**config.mk**
```make
export PLATFORM = sky130hd
export DESIGN_NAME = mem_arbiter
export DESIGN_NICKNAME = d
export VERILOG_FILES = /design/src/rtl/mem_arbiter_pkg.sv /design/src/rtl/mem_arbiter_rd_pipe.sv /design/src/rtl/mem_arbiter.sv
export SDC_FILE = /design/constraint.sdc
export NUM_CORES = 1
export LEC_CHECK = 0
export BUFFER_PORTS_ARGS = -buffer_cell sky130_fd_sc_hd__buf_2
export CORE_ASPECT_RATIO = 0.75
export CORE_MARGIN = 3
export CORE_UTILIZATION = 49
export DETAILED_ROUTE_END_ITERATION = 6
export GPL_ROUTABILITY_DRIVEN = 0
export PLACE_DENSITY = 0.83
export SLEW_MARGIN = 30
export SYNTH_ARGS = -nofsm -noshare
export SYNTH_HDL_FRONTEND = slang
export SYNTH_HIERARCHICAL = 1
export SYNTH_SLANG_ARGS = --single-unit
```
**constraint.sdc**
```tcl
create_clock -name clk -period 5.81 [get_ports clk]
set_clock_uncertainty 0.2 [all_clocks]
set_input_delay 1.162 -clock clk [delete_from_list [all_inputs] [get_ports clk]]
set_output_delay 1.162 -clock clk [all_outputs]
set_load 0.01 [all_outputs]
```
**src/rtl/mem_arbiter_pkg.sv**
```systemverilog
// Shared types and limits for the two-port system RAM arbiter.
package mem_arbiter_pkg;

   localparam int unsigned WORD_W             = 8;
   localparam int unsigned ARB_MAX_BURST_W    = 4;
   localparam int unsigned ARB_MAX_RD_LATENCY = 4;

   typedef logic [WORD_W-1:0] word_t;

   typedef enum logic [1:0] {
      ARB_IDLE,
      ARB_OWN0,
      ARB_OWN1
   } e_arb_state;

   typedef struct packed {
      logic valid;
      logic port;
   } arb_tag_t;

endpackage

```
**src/rtl/mem_arbiter_rd_pipe.sv**
```systemverilog
// Fixed-depth shift pipe tracking outstanding read owners; flushed by reset.
module mem_arbiter_rd_pipe
   import mem_arbiter_pkg::*;
#(
   parameter int unsigned DEPTH = 1
) (
   input  logic     clk,
   input  logic     rst,
   input  arb_tag_t push,
   output arb_tag_t tail
);

   arb_tag_t stage_q [DEPTH];

   always_ff @(posedge clk or negedge rst) begin
      if (!rst) begin
         for (int i = 0; i < DEPTH; i++) stage_q[i] <= '0;
      end else begin
         stage_q[0] <= push;
         for (int i = 1; i < DEPTH; i++) stage_q[i] <= stage_q[i-1];
      end
   end

   assign tail = stage_q[DEPTH-1];

endmodule

```
**src/rtl/mem_arbiter.sv**
```systemverilog
// Round-robin, burst-bounded arbiter sharing one RAM port between CPU (port 0) and loader (port 1).
// Optional MMIO output register enabled by MEM_ARBITER_MMIO_EN.
module mem_arbiter
   import mem_arbiter_pkg::*;
#(
   parameter int unsigned RD_LATENCY = 1,
   parameter int unsigned MAX_BURST  = 4,
   parameter word_t       MMIO_ADDR  = 8'hFF
) (
   input  logic  clk,
   input  logic  rst,
`ifdef MEM_ARBITER_MMIO_EN
   output word_t mmio_out,
`endif
   input  logic  req0,
   input  logic  we0,
   input  word_t addr0,
   input  word_t wdata0,
   output logic  gnt0,
   output logic  rvalid0,
   output word_t rdata0,
   input  logic  req1,
   input  logic  we1,
   input  word_t addr1,
   input  word_t wdata1,
   output logic  gnt1,
   output logic  rvalid1,
   output word_t rdata1,
   output logic  mem_wr_en,
   output word_t mem_addr,
   output word_t mem_wr_data,
   input  word_t mem_rd_data
);

   localparam int unsigned LAT = (RD_LATENCY < 1) ? 1 :
                                 (RD_LATENCY > ARB_MAX_RD_LATENCY) ? ARB_MAX_RD_LATENCY : RD_LATENCY;
   localparam logic [ARB_MAX_BURST_W-1:0] MAX_B     = ARB_MAX_BURST_W'(MAX_BURST);
   localparam logic [ARB_MAX_BURST_W-1:0] BURST_ONE = ARB_MAX_BURST_W'(1);

   e_arb_state                 state_q, state_d;
   logic [ARB_MAX_BURST_W-1:0] burst_q, burst_d;
   logic                       last_q, last_d;
   word_t                      addr_q, wdata_q, rdata0_q, rdata1_q;

   logic     sel_valid, sel_port, gnt_any, sel_we, mmio_hit_c;
   word_t    sel_addr, sel_wdata, rd_src;
   arb_tag_t push_tag, ret_tag;

   // Grant selection: single requester wins; ties rotate, bounded by the burst limit.
   always_comb begin
      sel_valid = 1'b0;
      sel_port  = 1'b0;
      if (req0 && req1) begin
         sel_valid = 1'b1;
         case (state_q)
            ARB_OWN0: sel_port = (burst_q < MAX_B) ? 1'b0 : 1'b1;
            ARB_OWN1: sel_port = (burst_q < MAX_B) ? 1'b1 : 1'b0;
            default:  sel_port = ~last_q;
         endcase
      end else if (req0) begin
         sel_valid = 1'b1;
      end else if (req1) begin
         sel_valid = 1'b1;
         sel_port  = 1'b1;
      end
   end

   assign gnt_any   = rst & sel_valid;
   assign gnt0      = gnt_any & ~sel_port;
   assign gnt1      = gnt_any & sel_port;
   assign sel_we    = sel_port ? we1    : we0;
   assign sel_addr  = sel_port ? addr1  : addr0;
   assign sel_wdata = sel_port ? wdata1 : wdata0;

`ifdef MEM_ARBITER_MMIO_EN
   assign mmio_hit_c = (sel_addr == MMIO_ADDR);
`else
   assign mmio_hit_c = 1'b0;
`endif

   assign mem_wr_en   = gnt_any & sel_we & ~mmio_hit_c;
   assign mem_addr    = gnt_any ? sel_addr  : addr_q;
   assign mem_wr_data = gnt_any ? sel_wdata : wdata_q;

   // Ownership and burst tracking for the next cycle.
   always_comb begin
      state_d = ARB_IDLE;
      burst_d = '0;
      last_d  = last_q;
      if (gnt_any) begin
         last_d  = sel_port;
         state_d = sel_port ? ARB_OWN1 : ARB_OWN0;
         if (state_q == state_d) burst_d = (burst_q == '1) ? burst_q : burst_q + BURST_ONE;
         else                    burst_d = BURST_ONE;
      end
   end

   assign push_tag = '{valid: gnt_any & ~sel_we, port: sel_port};

   mem_arbiter_rd_pipe #(.DEPTH(LAT)) u_rd_pipe (
      .clk  (clk),
      .rst  (rst),
      .push (push_tag),
      .tail (ret_tag)
   );

`ifdef MEM_ARBITER_MMIO_EN
   word_t       mmio_q;
   logic [LAT-1:0] mm_hit_q;
   word_t       mm_snap_q [LAT];

   // MMIO reads ride alongside the tag pipe with the register value captured at issue.
   always_ff @(posedge clk or negedge rst) begin
      if (!rst) begin
         mmio_q   <= '0;
         mm_hit_q <= '0;
         for (int i = 0; i < LAT; i++) mm_snap_q[i] <= '0;
      end else begin
         if (gnt_any && sel_we && mmio_hit_c) mmio_q <= sel_wdata;
         mm_hit_q[0]  <= gnt_any & ~sel_we & mmio_hit_c;
         mm_snap_q[0] <= mmio_q;
         for (int i = 1; i < LAT; i++) begin
            mm_hit_q[i]  <= mm_hit_q[i-1];
            mm_snap_q[i] <= mm_snap_q[i-1];
         end
      end
   end

   assign mmio_out = mmio_q;
   assign rd_src   = mm_hit_q[LAT-1] ? mm_snap_q[LAT-1] : mem_rd_data;
`else
   assign rd_src   = mem_rd_data;
`endif

   assign rvalid0 = ret_tag.valid & ~ret_tag.port;
   assign rvalid1 = ret_tag.valid & ret_tag.port;
   assign rdata0  = rvalid0 ? rd_src : rdata0_q;
   assign rdata1  = rvalid1 ? rd_src : rdata1_q;

   always_ff @(posedge clk or negedge rst) begin
      if (!rst) begin
         state_q  <= ARB_IDLE;
         burst_q  <= '0;
         last_q   <= 1'b1;
         addr_q   <= '0;
         wdata_q  <= '0;
         rdata0_q <= '0;
         rdata1_q <= '0;
      end else begin
         state_q <= state_d;
         burst_q <= burst_d;
         last_q  <= last_d;
         if (gnt_any) begin
            addr_q  <= sel_addr;
            wdata_q <= sel_wdata;
         end
         if (rvalid0) rdata0_q <= rd_src;
         if (rvalid1) rdata1_q <= rd_src;
      end
   end

endmodule

```
## Yosys cells after proc, flatten, opt, wreduce, memory -nomap -nowiden

Cells that the tools add are included.

- Register bits: 41
- Latch bits: 0
- Bits in writable memories: 0
- Memory bits (read-only): 0
- Input bits: 46
- Output and inout port bits: 37
- Word-level logic and storage cells: 48
- Memories: 0

- Add/subtract/negate cells: 1
- Multipliers: 0
- Div/mod/pow operators: 0
- Order comparisons: 1
- Eq/ne operators: 5
- Shift operators: 0
- Muxes and demuxes: 20
- Bitwise logic cells: 11
- Reductions and logical operators: 1

Operators with widths:

| kind | number |
|---|---|
| $mux 8 | 6 |
| $mux 4 | 3 |
| $mux 1 | 8 |
| $and 1x1->1 | 7 |
| $add 4x1->4 const B | 1 |
| $eq 4x4->1 const B | 1 |
| $lt 4x3->1 const B | 1 |
| $mux 2 | 2 |
| $not 1->1 | 4 |
| $ne 3x3->1 const B | 1 |
| $eq 2x1->1 const B | 1 |
| $eq 2x2->1 | 1 |
| $eq 2x2->1 const B | 1 |
| $pmux 1 s2 | 1 |
| $logic_and 1x1->1 | 1 |

## Logic depth before layout (Yosys ltp)

Gate-level depths: netlist of run 1.

- Depth after elaboration: 8
- Mapped depth: 10
- Gate-level depth less buffers: 7

## Modules after synthesis

The synthesis of run 1 kept the hierarchy.

By module, submodules not included:

| module | times used | cells an instance | area an instance (um^2) |
|---|---|---|---|
| mem_arbiter | 1 | 130 | 1729.2 |
| mem_arbiter_rd_pipe | 1 | 2 | 50.0 |

## Worst setup path before layout of run 1

No wires, ideal clock.

- Path kind: in2out
- From: in req0
- To: out mem_addr[3]
- Data arrival time: 2.380 ns
- Required time: 4.448 ns
- Setup slack: 2.068 ns
- Cell stages on the path: 7
- Buffers on the path: 3
- Cell sequence: o21ai_0 o31a_1 buf_6 and2_4 buf_6 buf_8 a221o_1

RTL lines:

| element | line | source |
|---|---|---|
| start, declared | mem_arbiter.sv:15 | `input logic req0,` |
| end, declared | mem_arbiter.sv:30 | `output word_t mem_addr,` |

## Worst setup path after layout of run 1

- From: in req0
- To: out mem_wr_data[2]

- Word-level cells in the longest chain between the ends: 4
- Elaborated cells on any way between the ends: 8

RTL lines:

| element | line | source |
|---|---|---|
| $mux 1 or $logic_and 1x1->1 (tied branches) | mem_arbiter.sv:60, mem_arbiter.sv:53 |  |
| $mux 1 | mem_arbiter.sv:53 | `if (req0 && req1) begin` |
| $mux 8 or $and 1x1->1 (tied branches) | mem_arbiter.sv:73, mem_arbiter.sv:68 |  |
| $mux 8 (*) | n/a |  |
| end, declared | mem_arbiter.sv:31 | `output word_t mem_wr_data,` |

Every way passes the cells marked *; elsewhere a longest branch is shown, timed or not.

==> impl_results.html, run 1 <==
<table>
<tr><th>Metric</th><th>Value</th></tr>
<tr><th colspan="2">Critical path</th></tr>
<tr><td>Worst setup SP type</td><td>input port</td></tr>
<tr><td>Startpoint of the most critical register-to-register path</td><td>state_q[0]</td></tr>
<tr><td>Critical Path Sink Type</td><td>output port</td></tr>
<tr><td>Buffers &amp; Inverters on Critical Path</td><td>2</td></tr>
<tr><td>Data arrival time at the worst-slack endpoint</td><td>2.72 ns</td></tr>
<tr><td>Depth of the most critical reg-to-reg path</td><td>7</td></tr>
<tr><td>Setup slack of the worst register-to-register path</td><td>3.39 ns</td></tr>
<tr><td>Reg-to-reg critical path endpoint</td><td>wdata_q[2]</td></tr>
<tr><td>Cell chain of the critical path</td><td>buf_2, o21ai_0, o31a_1, nor2_2, a221o_1, buf_2</td></tr>
<tr><td>CP Max Fanout</td><td>18</td></tr>
<tr><td>Crit path largest cell delay</td><td>0.58 ns</td></tr>
<tr><td>Master of the slowest instance on the critical path</td><td>sky130_fd_sc_hd__nor2_2</td></tr>
<tr><td>Critical path required time</td><td>4.45 ns</td></tr>
<tr><td>Kind of cell adding the most delay to the critical path</td><td>compound AO/OA/AOI/OAI gates</td></tr>
<tr><td>Worst setup path category</td><td>in2out</td></tr>
<tr><td>Cell repeated most along the worst path</td><td>sky130_fd_sc_hd__buf_2</td></tr>
<tr><th colspan="2">Synth</th></tr>
<tr><td>Synthesized area per cell</td><td>13.5 sq um</td></tr>
<tr><td>Count of different cell masters after synthesis</td><td>30</td></tr>
<tr><td>Number of flops mapped to enable cells by yosys</td><td>0</td></tr>
<tr><td>Post-synth design cell area</td><td>1780 sq um</td></tr>
<tr><td>Synth top cells by count</td><td>40 x sky130_fd_sc_hd__dfrtp_1, 16 x sky130_fd_sc_hd__and2_1, 16 x sky130_fd_sc_hd__mux2_2</td></tr>
<tr><td>Cell count after synthesis</td><td>132</td></tr>
<tr><td>Async S/R FF share, synth</td><td>1.00</td></tr>
<tr><td>Post-synth top area cell</td><td>sky130_fd_sc_hd__dfrtp_1</td></tr>
<tr><td>Most repeated cell in the gate-level netlist after synthesis</td><td>sky130_fd_sc_hd__dfrtp_1</td></tr>
<tr><td>Sequential share of the synthesized area</td><td>0.577</td></tr>
<tr><td>Synthesized netlist net count</td><td>181</td></tr>
<tr><td>Number of warnings issued by yosys</td><td>6</td></tr>
<tr><td>Cell types with the largest area share after synthesis</td><td>sky130_fd_sc_hd__dfrtp_1 56%, sky130_fd_sc_hd__mux2_2 10%, sky130_fd_sc_hd__and2_1 5.6%</td></tr>
<tr><td>Primary FF master, synth</td><td>sky130_fd_sc_hd__dfrtp_1</td></tr>
<tr><td>Share of the synthesized area in the top cell type</td><td>0.563</td></tr>
<tr><td>FF+latch count, synth</td><td>41</td></tr>
<tr><th colspan="2">Clock network</th></tr>
<tr><td>Clock root buffer</td><td>sky130_fd_sc_hd__clkbuf_8</td></tr>
<tr><td>Clk sinks</td><td>41</td></tr>
<tr><td>Resize count post-CTS</td><td>0</td></tr>
<tr><td>Register clock-pin slew on the reported worst setup and hold paths</td><td>0.07 ns</td></tr>
<tr><td>Quantity of hold-fixing buffers added after cts</td><td>0</td></tr>
<tr><td>CTS tree</td><td>built</td></tr>
<tr><td>Latest clock arrival within the worst-skew pair</td><td>0.28 ns</td></tr>
<tr><td>TritonCTS buffer count</td><td>5</td></tr>
<tr><td>Clock Path Buffers</td><td>2</td></tr>
<tr><td>Deepest level of the CTS H-tree</td><td>2</td></tr>
<tr><td>Post-CTS repair timing setup buffer count</td><td>0</td></tr>
<tr><th colspan="2">Place</th></tr>
<tr><td>Port-buffer cells</td><td>82</td></tr>
<tr><td>Final HPWL from detailed placement</td><td>2.60 mm</td></tr>
<tr><td>Placed Cells</td><td>249</td></tr>
<tr><th colspan="2">Floorplanning</th></tr>
<tr><td>Die Outline Area</td><td>4400 sq um</td></tr>
<tr><td>Top Ports</td><td>83</td></tr>
<tr><td>Initial Utilization</td><td>0.527</td></tr>
<tr><td>Vertical extent of the die</td><td>58.2 microns</td></tr>
<tr><td>Die width</td><td>75.6 microns</td></tr>
<tr><td>Core box area</td><td>3380 sq um</td></tr>
<tr><td>Rows</td><td>18</td></tr>
<tr><th colspan="2">STA</th></tr>
<tr><td>Fin. Hold Viols</td><td>0</td></tr>
<tr><td>Max-slew violation count</td><td>0</td></tr>
<tr><td>Worst slew margin relative to its limit</td><td>0.510</td></tr>
<tr><td>Number of setup violations in the final report</td><td>0</td></tr>
<tr><td>Final Hold Slack</td><td>0.294 ns</td></tr>
<tr><td>Share of the cycle needed by the critical path after routing</td><td>0.702</td></tr>
<tr><td>Highest achievable clock rate</td><td>245 MHz</td></tr>
<tr><td>Total Negative Setup Slacks</td><td>0 ns</td></tr>
<tr><td>Final period demand of the worst path</td><td>4.08 ns</td></tr>
<tr><td>Transition time of the tightest slew-check pin</td><td>0.733 ns</td></tr>
<tr><td>RSZ-0062 raised after global routing</td><td>no</td></tr>
<tr><th colspan="2">Routing</th></tr>
<tr><td>First-iteration detailed-routing DRC count</td><td>54</td></tr>
<tr><td>Remaining antenna violation count</td><td>0</td></tr>
<tr><td>Length of the first detailed-routing pass in iterations</td><td>5</td></tr>
<tr><td>WL final</td><td>3.58 mm</td></tr>
<tr><td>Wire per inst</td><td>14.0 microns</td></tr>
<tr><td>Residual DRC</td><td>0</td></tr>
<tr><td>Ratio of routed vias to standard cells</td><td>5.18</td></tr>
<tr><td>Total via count in the routed design</td><td>1326</td></tr>
<tr><th colspan="2">Final layout</th></tr>
<tr><td>Antenna diodes</td><td>0</td></tr>
<tr><td>Number of non-filler instances in the completed layout</td><td>256</td></tr>
<tr><td>Area delta synth-&gt;final</td><td>29.5%</td></tr>
<tr><td>Final net count</td><td>265</td></tr>
<tr><td>Number of filler instances in the final layout</td><td>257</td></tr>
<tr><td>Fraction of final layout cells sized beyond drive strength 1</td><td>0.565</td></tr>
<tr><th colspan="2">Global routing</th></tr>
<tr><td>Total GRT Usage</td><td>0.175</td></tr>
<tr><td>Pin count of the biggest net entering global routing</td><td>43</td></tr>
<tr><td>First-pass GRT wire length</td><td>5.79 mm</td></tr>
<tr><td>Initial antenna violation count</td><td>0</td></tr>
<tr><td>Vias in the first global route</td><td>1331</td></tr>
<tr><td>Grt total ovfl</td><td>0</td></tr>
<tr><th colspan="2">Power</th></tr>
<tr><td>Leakage power of the design</td><td>1.17 nW</td></tr>
<tr><td>IR Drop Worst-Case VDD</td><td>0.218 mV</td></tr>
<tr><td>Power Density</td><td>337 nW/um^2</td></tr>
<tr><th colspan="2">Worst hold path</th></tr>
<tr><td>Cells on Worst Hold Path</td><td>1</td></tr>
<tr><td>Min-Delay Path Class</td><td>reg2reg</td></tr>
<tr><td>Worst Min Path Start</td><td>rdata1_q[3]</td></tr>
<tr><td>Hold worst-path end</td><td>rdata1_q[3]</td></tr>
<tr><th colspan="2">Outcome</th></tr>
<tr><td>Outcome</td><td>finished clean</td></tr>
<tr><th colspan="2">Run</th></tr>
<tr><td>MaxCap Viol Count</td><td>0</td></tr>
</table>
==> through the flow <==
step | power (mW) | utilization | setup WS [ns] | instance area (sq um)
after floorplan | 0.485 | - | 2.07 | 1780
after global placement | 0.566 | 0.651 | 1.74 | 2200
after detailed placement | 0.573 | 0.651 | 1.69 | 2200
after CTS | 0.786 | 0.682 | 1.70 | 2300
after global routing | 0.825 | 0.682 | 1.52 | 2300
final | 0.776 | 0.682 | 1.73 | 2300
==> report_power, final <==
part           internal [mW]  switching, mW  leakage [nW]
logic                  0.104          0.105         0.619
clock network          0.125         0.0868        0.0540
registers              0.341         0.0139         0.499
total                  0.571          0.206          1.17
==> registers in the layout, summed over array words and instances, names as in the netlist <==
register        count
addr_q              8
rdata0_q            8
rdata1_q            8
wdata_q             8
burst_q             4
state_q             2
u_rd_pipe/tail      2
last_q              1
==> how the worst max path moves through the flow <==
stage	from	end	slack, ns	cells past startpoint
finish	req0	mem_wr_data[2]	1.73	6
global route	req0	mem_wr_data[2]	1.52	6
CTS	req0	mem_wr_data[2]	1.70	6
detailed placement	req0	mem_wr_data[2]	1.69	6
global placement	req0	mem_wr_data[2]	1.74	6
floorplan	req0	mem_addr[3]	2.07	7
==> metal layers <==
layer	vias up	part of all wire	wire length, microns	global-route usage
li1	647	-	-	-
met1	617	0.47	1670	0.228
met2	58	0.45	1620	0.264
met3	4	0.071	255	0.0589
met4	0	0.0092	33	0.0798
met5	-	0	0	0
==> cells by family (layout without fill, tap and decap cells) <==
family	after synthesis	count (layout)	share of synthesized area
flip-flops	41	41	0.577
AND/OR/NAND/NOR	33	33	0.112
multiplexers	19	19	0.118
XOR/XNOR	1	1	0.00492
buffers and inverters	11	95	0.0387
adder cells (fa/ha/maj)	3	3	0.0211
AO/OA/AOI/OAI	24	24	0.128
==> layout make-up <==
class	instances	area, sq um	area share
repair buffers	84	425	0.185
clock inverters	2	35.0	0.0152
inverters	4	15.0	0.00651
flip-flops and latches	41	1030	0.446
clock buffers	5	68.8	0.0299
well taps	40	50.0	0.0217
multi-input cells	80	683	0.296
==> cells in the final DEF (no fill, tap or decap) <==
cell type and count:
sky130_fd_sc_hd__o31a_1 1, sky130_fd_sc_hd__nor2_1 4, sky130_fd_sc_hd__nor2b_1 2, sky130_fd_sc_hd__o21ai_0 2, sky130_fd_sc_hd__nor2_2 2, sky130_fd_sc_hd__a21o_2 1, sky130_fd_sc_hd__bufinv_16 1, sky130_fd_sc_hd__ha_1 3
sky130_fd_sc_hd__a221o_1 8, sky130_fd_sc_hd__clkbuf_8 5, sky130_fd_sc_hd__nor3_1 2, sky130_fd_sc_hd__buf_4 2, sky130_fd_sc_hd__a221o_2 8, sky130_fd_sc_hd__and3_4 1, sky130_fd_sc_hd__xor2_1 1, sky130_fd_sc_hd__dfrtp_1 40
sky130_fd_sc_hd__nor3b_1 1, sky130_fd_sc_hd__and2_4 1, sky130_fd_sc_hd__nand3b_1 1, sky130_fd_sc_hd__mux2_2 16, sky130_fd_sc_hd__inv_1 4, sky130_fd_sc_hd__mux2i_1 3, sky130_fd_sc_hd__buf_2 82, sky130_fd_sc_hd__and2_1 16
sky130_fd_sc_hd__nand3_1 2, sky130_fd_sc_hd__dfstp_2 1, sky130_fd_sc_hd__a2111oi_0 1, sky130_fd_sc_hd__clkinv_2 1, sky130_fd_sc_hd__o21ba_2 1, sky130_fd_sc_hd__nand2_1 1, sky130_fd_sc_hd__o21ai_1 1, sky130_fd_sc_hd__a31oi_1 1
Power figures use the tool's default switching activity.
==> inputs of run 2 (changes only) <==
--- a/config.mk
+++ b/config.mk
@@ -5,13 +5,14 @@
 export SDC_FILE = /design/constraint.sdc
 export NUM_CORES = 1
 export LEC_CHECK = 0
+export ABC_AREA = 1
 export BUFFER_PORTS_ARGS = -buffer_cell sky130_fd_sc_hd__buf_2
 export CORE_ASPECT_RATIO = 0.75
 export CORE_MARGIN = 3
-export CORE_UTILIZATION = 49
+export CORE_UTILIZATION = 42
 export DETAILED_ROUTE_END_ITERATION = 6
 export GPL_ROUTABILITY_DRIVEN = 0
-export PLACE_DENSITY = 0.83
+export PLACE_DENSITY = 0.75
 export SLEW_MARGIN = 30
 export SYNTH_ARGS = -nofsm -noshare
 export SYNTH_HDL_FRONTEND = slang
==> constraint.sdc (replaced) <==
create_clock -name clk -period 3.68 [get_ports clk]
set_clock_uncertainty 0.2 [all_clocks]
set_input_delay 0.736 -clock clk [delete_from_list [all_inputs] [get_ports clk]]
set_output_delay 0.736 -clock clk [all_outputs]
set_load 0.01 [all_outputs]
==> run 2 against run 1 <==
Net effect:
- sequential share of layout area fell by 1.7 points
- non-clock buffer count did not move
- clock-buffer cell count rose by 1
- first-iteration DRC count rose by 28%
- routed wire length rose by 24%
- sequential power rose by 59%
- setup slack got worse by 1.1 ns
- largest power group unchanged
==> impl_results.html, run 2 <==
<table>
<tr><th>Metric</th><th>Value</th></tr>
<tr><th colspan="2">Power</th></tr>
<tr><td>Part of the power in combinational logic</td><td>0.260 (was 0.270)</td></tr>
<tr><td>Sw frac</td><td>0.301 (was 0.265)</td></tr>
<tr><td>Total power</td><td>1.24 mW (was 0.776 mW)</td></tr>
<tr><td>Proportion of power drawn by flip-flops and latches</td><td>0.453 (was 0.458)</td></tr>
<tr><td>Power Density</td><td>518 nW/um^2 (was 337 nW/um^2)</td></tr>
<tr><td>Leakage power of the design</td><td>1.34 nW (was 1.17 nW)</td></tr>
<tr><td>IR Drop Worst-Case VDD</td><td>0.332 mV (was 0.218 mV)</td></tr>
<tr><td>Clock power frac</td><td>0.287 (was 0.273)</td></tr>
<tr><td>Net switching power figure</td><td>0.374 mW (was 0.206 mW)</td></tr>
<tr><td>Total internal power</td><td>0.868 mW (was 0.571 mW)</td></tr>
<tr><th colspan="2">Routing</th></tr>
<tr><td>Total via count in the routed design</td><td>1628 (was 1326)</td></tr>
<tr><td>Ratio of routed vias to standard cells</td><td>4.65 (was 5.18)</td></tr>
<tr><td>Remaining antenna violation count</td><td>0 (unchanged)</td></tr>
<tr><td>Detailed-routed wire length on met2</td><td>2.17 mm (was 1.62 mm)</td></tr>
<tr><td>Length of the first detailed-routing pass in iterations</td><td>4 (was 5)</td></tr>
<tr><td>First-iteration detailed-routing DRC count</td><td>69 (was 54)</td></tr>
<tr><td>Wire per inst</td><td>12.7 microns (was 14.0 microns)</td></tr>
<tr><td>Met3 layer wire length in the routed design</td><td>225 microns (was 255 microns)</td></tr>
<tr><td>Highest metal used</td><td>met4 (unchanged)</td></tr>
<tr><td>Residual DRC</td><td>0 (unchanged)</td></tr>
<tr><td>Met1 wire length</td><td>1.97 mm (was 1.67 mm)</td></tr>
<tr><td>WL final</td><td>4.45 mm (was 3.58 mm)</td></tr>
<tr><th colspan="2">Critical path</th></tr>
<tr><td>Buffers &amp; Inverters on Critical Path</td><td>3 (was 2)</td></tr>
<tr><td>Kind of cell adding the most delay to the critical path</td><td>simple AND/OR/NAND/NOR gates (was compound AO/OA/AOI/OAI gates)</td></tr>
<tr><td>Depth of the most critical reg-to-reg path</td><td>9 (was 7)</td></tr>
<tr><td>Cell chain of the critical path</td><td>inv_1, ha_1, inv_1, nand3_1, nand2_2, nand2_4, nor2_8, nand2_1, nand3_1, buf_2 (was buf_2, o21ai_0, o31a_1, nor2_2, a221o_1, buf_2)</td></tr>
<tr><td>Worst setup path category</td><td>reg2out (was in2out)</td></tr>
<tr><td>Setup slack of the worst register-to-register path</td><td>1.70 ns (was 3.39 ns)</td></tr>
<tr><td>Worst setup SP type</td><td>flip-flop (was input port)</td></tr>
<tr><td>Reg-to-reg critical path endpoint</td><td>wdata_q[0] (was wdata_q[2])</td></tr>
<tr><td>Data arrival time at the worst-slack endpoint</td><td>2.14 ns (was 2.72 ns)</td></tr>
<tr><td>CP Max Fanout</td><td>20 (was 18)</td></tr>
<tr><td>Critical path required time</td><td>2.74 ns (was 4.45 ns)</td></tr>
<tr><td>Critical Path Sink Type</td><td>output port (unchanged)</td></tr>
<tr><td>Startpoint of the most critical register-to-register path</td><td>state_q[0] (unchanged)</td></tr>
<tr><td>Crit path largest cell delay</td><td>0.41 ns (was 0.58 ns)</td></tr>
<tr><td>Master of the slowest instance on the critical path</td><td>sky130_fd_sc_hd__dfrtp_1 (was sky130_fd_sc_hd__nor2_2)</td></tr>
<tr><th colspan="2">STA</th></tr>
<tr><td>Total Negative Setup Slacks</td><td>0 ns (unchanged)</td></tr>
<tr><td>Smallest setup slack after layout</td><td>0.600 ns (was 1.73 ns)</td></tr>
<tr><td>Max-slew violation count</td><td>0 (unchanged)</td></tr>
<tr><td>Highest achievable clock rate</td><td>325 MHz</td></tr>
<tr><td>Fin. Hold Viols</td><td>0 (unchanged)</td></tr>
<tr><td>Final period demand of the worst path</td><td>3.08 ns</td></tr>
<tr><td>Share of the cycle needed by the critical path after routing</td><td>0.837</td></tr>
<tr><td>RSZ-0062 raised after global routing</td><td>no (unchanged)</td></tr>
<tr><td>Number of setup violations in the final report</td><td>0 (unchanged)</td></tr>
<tr><td>Worst slew margin relative to its limit</td><td>0.649 (was 0.510)</td></tr>
<tr><td>Transition time of the tightest slew-check pin</td><td>0.526 ns (was 0.733 ns)</td></tr>
<tr><th colspan="2">Synth</th></tr>
<tr><td>Synthesized area per cell</td><td>8.78 sq um (was 13.5 sq um)</td></tr>
<tr><td>Async S/R FF share, synth</td><td>1.00 (unchanged)</td></tr>
<tr><td>Most repeated cell in the gate-level netlist after synthesis</td><td>sky130_fd_sc_hd__nand2_1 (was sky130_fd_sc_hd__dfrtp_1)</td></tr>
<tr><td>Post-synth top area cell</td><td>sky130_fd_sc_hd__dfrtp_1 (unchanged)</td></tr>
<tr><td>Cell count after synthesis</td><td>211 (was 132)</td></tr>
<tr><td>Synth top cells by count</td><td>60 x sky130_fd_sc_hd__nand2_1, 40 x sky130_fd_sc_hd__dfrtp_1, 36 x sky130_fd_sc_hd__nand3_1 (was 40 x sky130_fd_sc_hd__dfrtp_1, 16 x sky130_fd_sc_hd__and2_1, 16 x sky130_fd_sc_hd__mux2_2)</td></tr>
<tr><td>Count of different cell masters after synthesis</td><td>23 (was 30)</td></tr>
<tr><td>Share of the synthesized area in the top cell type</td><td>0.541 (was 0.563)</td></tr>
<tr><td>Primary FF master, synth</td><td>sky130_fd_sc_hd__dfrtp_1 (unchanged)</td></tr>
<tr><td>FF+latch count, synth</td><td>41 (unchanged)</td></tr>
<tr><td>Synthesized netlist net count</td><td>260 (was 181)</td></tr>
<tr><td>Number of flops mapped to enable cells by yosys</td><td>0 (unchanged)</td></tr>
<tr><td>Sequential share of the synthesized area</td><td>0.555 (was 0.577)</td></tr>
<tr><td>Cell types with the largest area share after synthesis</td><td>sky130_fd_sc_hd__dfrtp_1 54%, sky130_fd_sc_hd__nand2_1 12%, sky130_fd_sc_hd__nand3_1 9.7% (was sky130_fd_sc_hd__dfrtp_1 56%, sky130_fd_sc_hd__mux2_2 10%, sky130_fd_sc_hd__and2_1 5.6%)</td></tr>
<tr><td>Number of warnings issued by yosys</td><td>6 (unchanged)</td></tr>
<tr><td>Post-synth design cell area</td><td>1850 sq um (was 1780 sq um)</td></tr>
<tr><th colspan="2">Final layout</th></tr>
<tr><td>Most frequent standard cell in the layout excluding fill and tap cells</td><td>sky130_fd_sc_hd__buf_2 (unchanged)</td></tr>
<tr><td>Final design utilization</td><td>0.577 (was 0.682)</td></tr>
<tr><td>Antenna diodes</td><td>0 (unchanged)</td></tr>
<tr><td>Top library cells by usage in the layout, fill and taps aside</td><td>82 x sky130_fd_sc_hd__buf_2, 60 x sky130_fd_sc_hd__nand2_1, 40 x sky130_fd_sc_hd__dfrtp_1 (was 82 x sky130_fd_sc_hd__buf_2, 40 x sky130_fd_sc_hd__dfrtp_1, 16 x sky130_fd_sc_hd__and2_1, 16 x sky130_fd_sc_hd__mux2_2)</td></tr>
<tr><td>Area delta synth-&gt;final</td><td>29.4% (was 29.5%)</td></tr>
<tr><td>Fin area</td><td>2400 sq um (was 2300 sq um)</td></tr>
<tr><td>Fraction of final layout cells sized beyond drive strength 1</td><td>0.339 (was 0.565)</td></tr>
<tr><td>Final net count</td><td>343 (was 265)</td></tr>
<tr><th colspan="2">Worst hold path</th></tr>
<tr><td>Hold worst-path end</td><td>rdata0_q[2] (was rdata1_q[3])</td></tr>
<tr><td>Worst Min Path Start</td><td>rdata0_q[2] (was rdata1_q[3])</td></tr>
<tr><td>Min-Delay Path Class</td><td>reg2reg (unchanged)</td></tr>
<tr><td>Cells on Worst Hold Path</td><td>2 (was 1)</td></tr>
<tr><th colspan="2">Clock network</th></tr>
<tr><td>Clock root buffer</td><td>sky130_fd_sc_hd__clkbuf_8 (unchanged)</td></tr>
<tr><td>Post-CTS repair timing setup buffer count</td><td>0 (unchanged)</td></tr>
<tr><td>Quantity of hold-fixing buffers added after cts</td><td>0 (unchanged)</td></tr>
<tr><td>Clock Path Buffers</td><td>2 (unchanged)</td></tr>
<tr><td>Clk sinks</td><td>41 (unchanged)</td></tr>
<tr><td>Resize count post-CTS</td><td>0 (unchanged)</td></tr>
<tr><td>Deepest level of the CTS H-tree</td><td>2 (unchanged)</td></tr>
<tr><td>Register clock-pin slew on the reported worst setup and hold paths</td><td>0.08 ns (was 0.07 ns)</td></tr>
<tr><td>CTS tree</td><td>built (unchanged)</td></tr>
<tr><td>Latest clock arrival within the worst-skew pair</td><td>0.29 ns (was 0.28 ns)</td></tr>
<tr><td>TritonCTS buffer count</td><td>5 (unchanged)</td></tr>
<tr><th colspan="2">Floorplanning</th></tr>
<tr><td>Rows</td><td>20 (was 18)</td></tr>
<tr><td>Initial Utilization</td><td>0.446 (was 0.527)</td></tr>
<tr><td>Die width</td><td>82.7 microns (was 75.6 microns)</td></tr>
<tr><td>Top Ports</td><td>83 (unchanged)</td></tr>
<tr><td>Core box area</td><td>4150 sq um (was 3380 sq um)</td></tr>
<tr><td>Vertical extent of the die</td><td>63.5 microns (was 58.2 microns)</td></tr>
<tr><td>Die Outline Area</td><td>5250 sq um (was 4400 sq um)</td></tr>
<tr><th colspan="2">Global routing</th></tr>
<tr><td>First-pass GRT wire length</td><td>7.65 mm (was 5.79 mm)</td></tr>
<tr><td>Total GRT Usage</td><td>0.189 (was 0.175)</td></tr>
<tr><td>Pin count of the biggest net entering global routing</td><td>42 (was 43)</td></tr>
<tr><td>Grt total ovfl</td><td>0 (unchanged)</td></tr>
<tr><td>Vias in the first global route</td><td>1677 (was 1331)</td></tr>
<tr><td>Initial antenna violation count</td><td>0 (unchanged)</td></tr>
<tr><th colspan="2">Outcome</th></tr>
<tr><td>Outcome</td><td>finished clean (unchanged)</td></tr>
<tr><th colspan="2">Place</th></tr>
<tr><td>Port-buffer cells</td><td>82 (unchanged)</td></tr>
<tr><td>Final HPWL from detailed placement</td><td>3.33 mm (was 2.60 mm)</td></tr>
<tr><td>Setup slack after placement</td><td>0.691 ns (was 1.69 ns)</td></tr>
<tr><td>Placement-stage cell area</td><td>2280 sq um (was 2200 sq um)</td></tr>
<tr><th colspan="2">Run</th></tr>
<tr><td>MaxCap Viol Count</td><td>0 (unchanged)</td></tr>
</table>
==> run 2: power by group through the flow <==
stage	Sequential, mW	Combinational, mW	Clock, mW
4_1_cts	0.564	0.327	0.363
3_5_place_dp	0.572	0.326	0
2_1_floorplan	0.566	0.189	0
3_3_place_gp	0.570	0.320	0
6_report	0.563	0.323	0.356
5_1_grt	0.574	0.371	0.384
==> run 2: layout make-up <==
type,count,area [sq um]
Tap cell,55,68.8
Inverter,26,97.6
Clock buffer,6,72.6
Multi-Input combinational cell,136,666
Fill cell,401,1760
Timing Repair Buffer,84,425
Clock inverter,2,38.8
Sequential cell,41,1030
==> run 2: worst max path at each step <==
| stage | from | endpoint | slack, ns | cells after the start |
|---|---|---|---|---|
| 2_1_floorplan | req0 | mem_addr[0] | 1.21 | 8 |
| 3_3_place_gp | req1 | mem_wr_data[0] | 0.73 | 7 |
| 3_5_place_dp | rst | mem_wr_data[0] | 0.69 | 7 |
| 4_1_cts | state_q[0] | mem_wr_data[0] | 0.59 | 10 |
| 5_1_grt | state_q[0] | mem_wr_data[0] | 0.40 | 10 |
| 6_report | state_q[0] | mem_wr_data[0] | 0.60 | 10 |
==> run 2: worst reg2reg max path, cell delays in order, from the launching register on <==
cell and delay [ns]:
sky130_fd_sc_hd__dfrtp_1 0.41, sky130_fd_sc_hd__inv_1 0.08, sky130_fd_sc_hd__ha_1 0.31, sky130_fd_sc_hd__inv_1 0.06, sky130_fd_sc_hd__nand3_1 0.09, sky130_fd_sc_hd__nand2_2 0.10, sky130_fd_sc_hd__nand2_4 0.17, sky130_fd_sc_hd__nor2_8 0.28
sky130_fd_sc_hd__nand2_1 0.09, sky130_fd_sc_hd__nand3_1 0.13
==> run 2: logic make-up after synthesis <==
kind of cell | share of synthesized area
buf+inv | 0.0858
mux | 0.00608
fa+ha+maj | 0.0203
flops | 0.555
xor+xnor | 0.00473
simple gates | 0.261
compound gates | 0.0669
==> run 2: metal layers <==
layer	vias to the layer above	track usage
li1	838	-
met1	736	0.243
met2	45	0.313
met3	9	0.0414
met4	0	0.0633
met5	-	0
==> run 2: through the flow <==
step	instances	hold slack (ns)
after detailed placement	342	0.282
final	350	0.297
after CTS	350	0.299
after floorplan	211	0.240
after global routing	350	0.325
after global placement	342	0.271
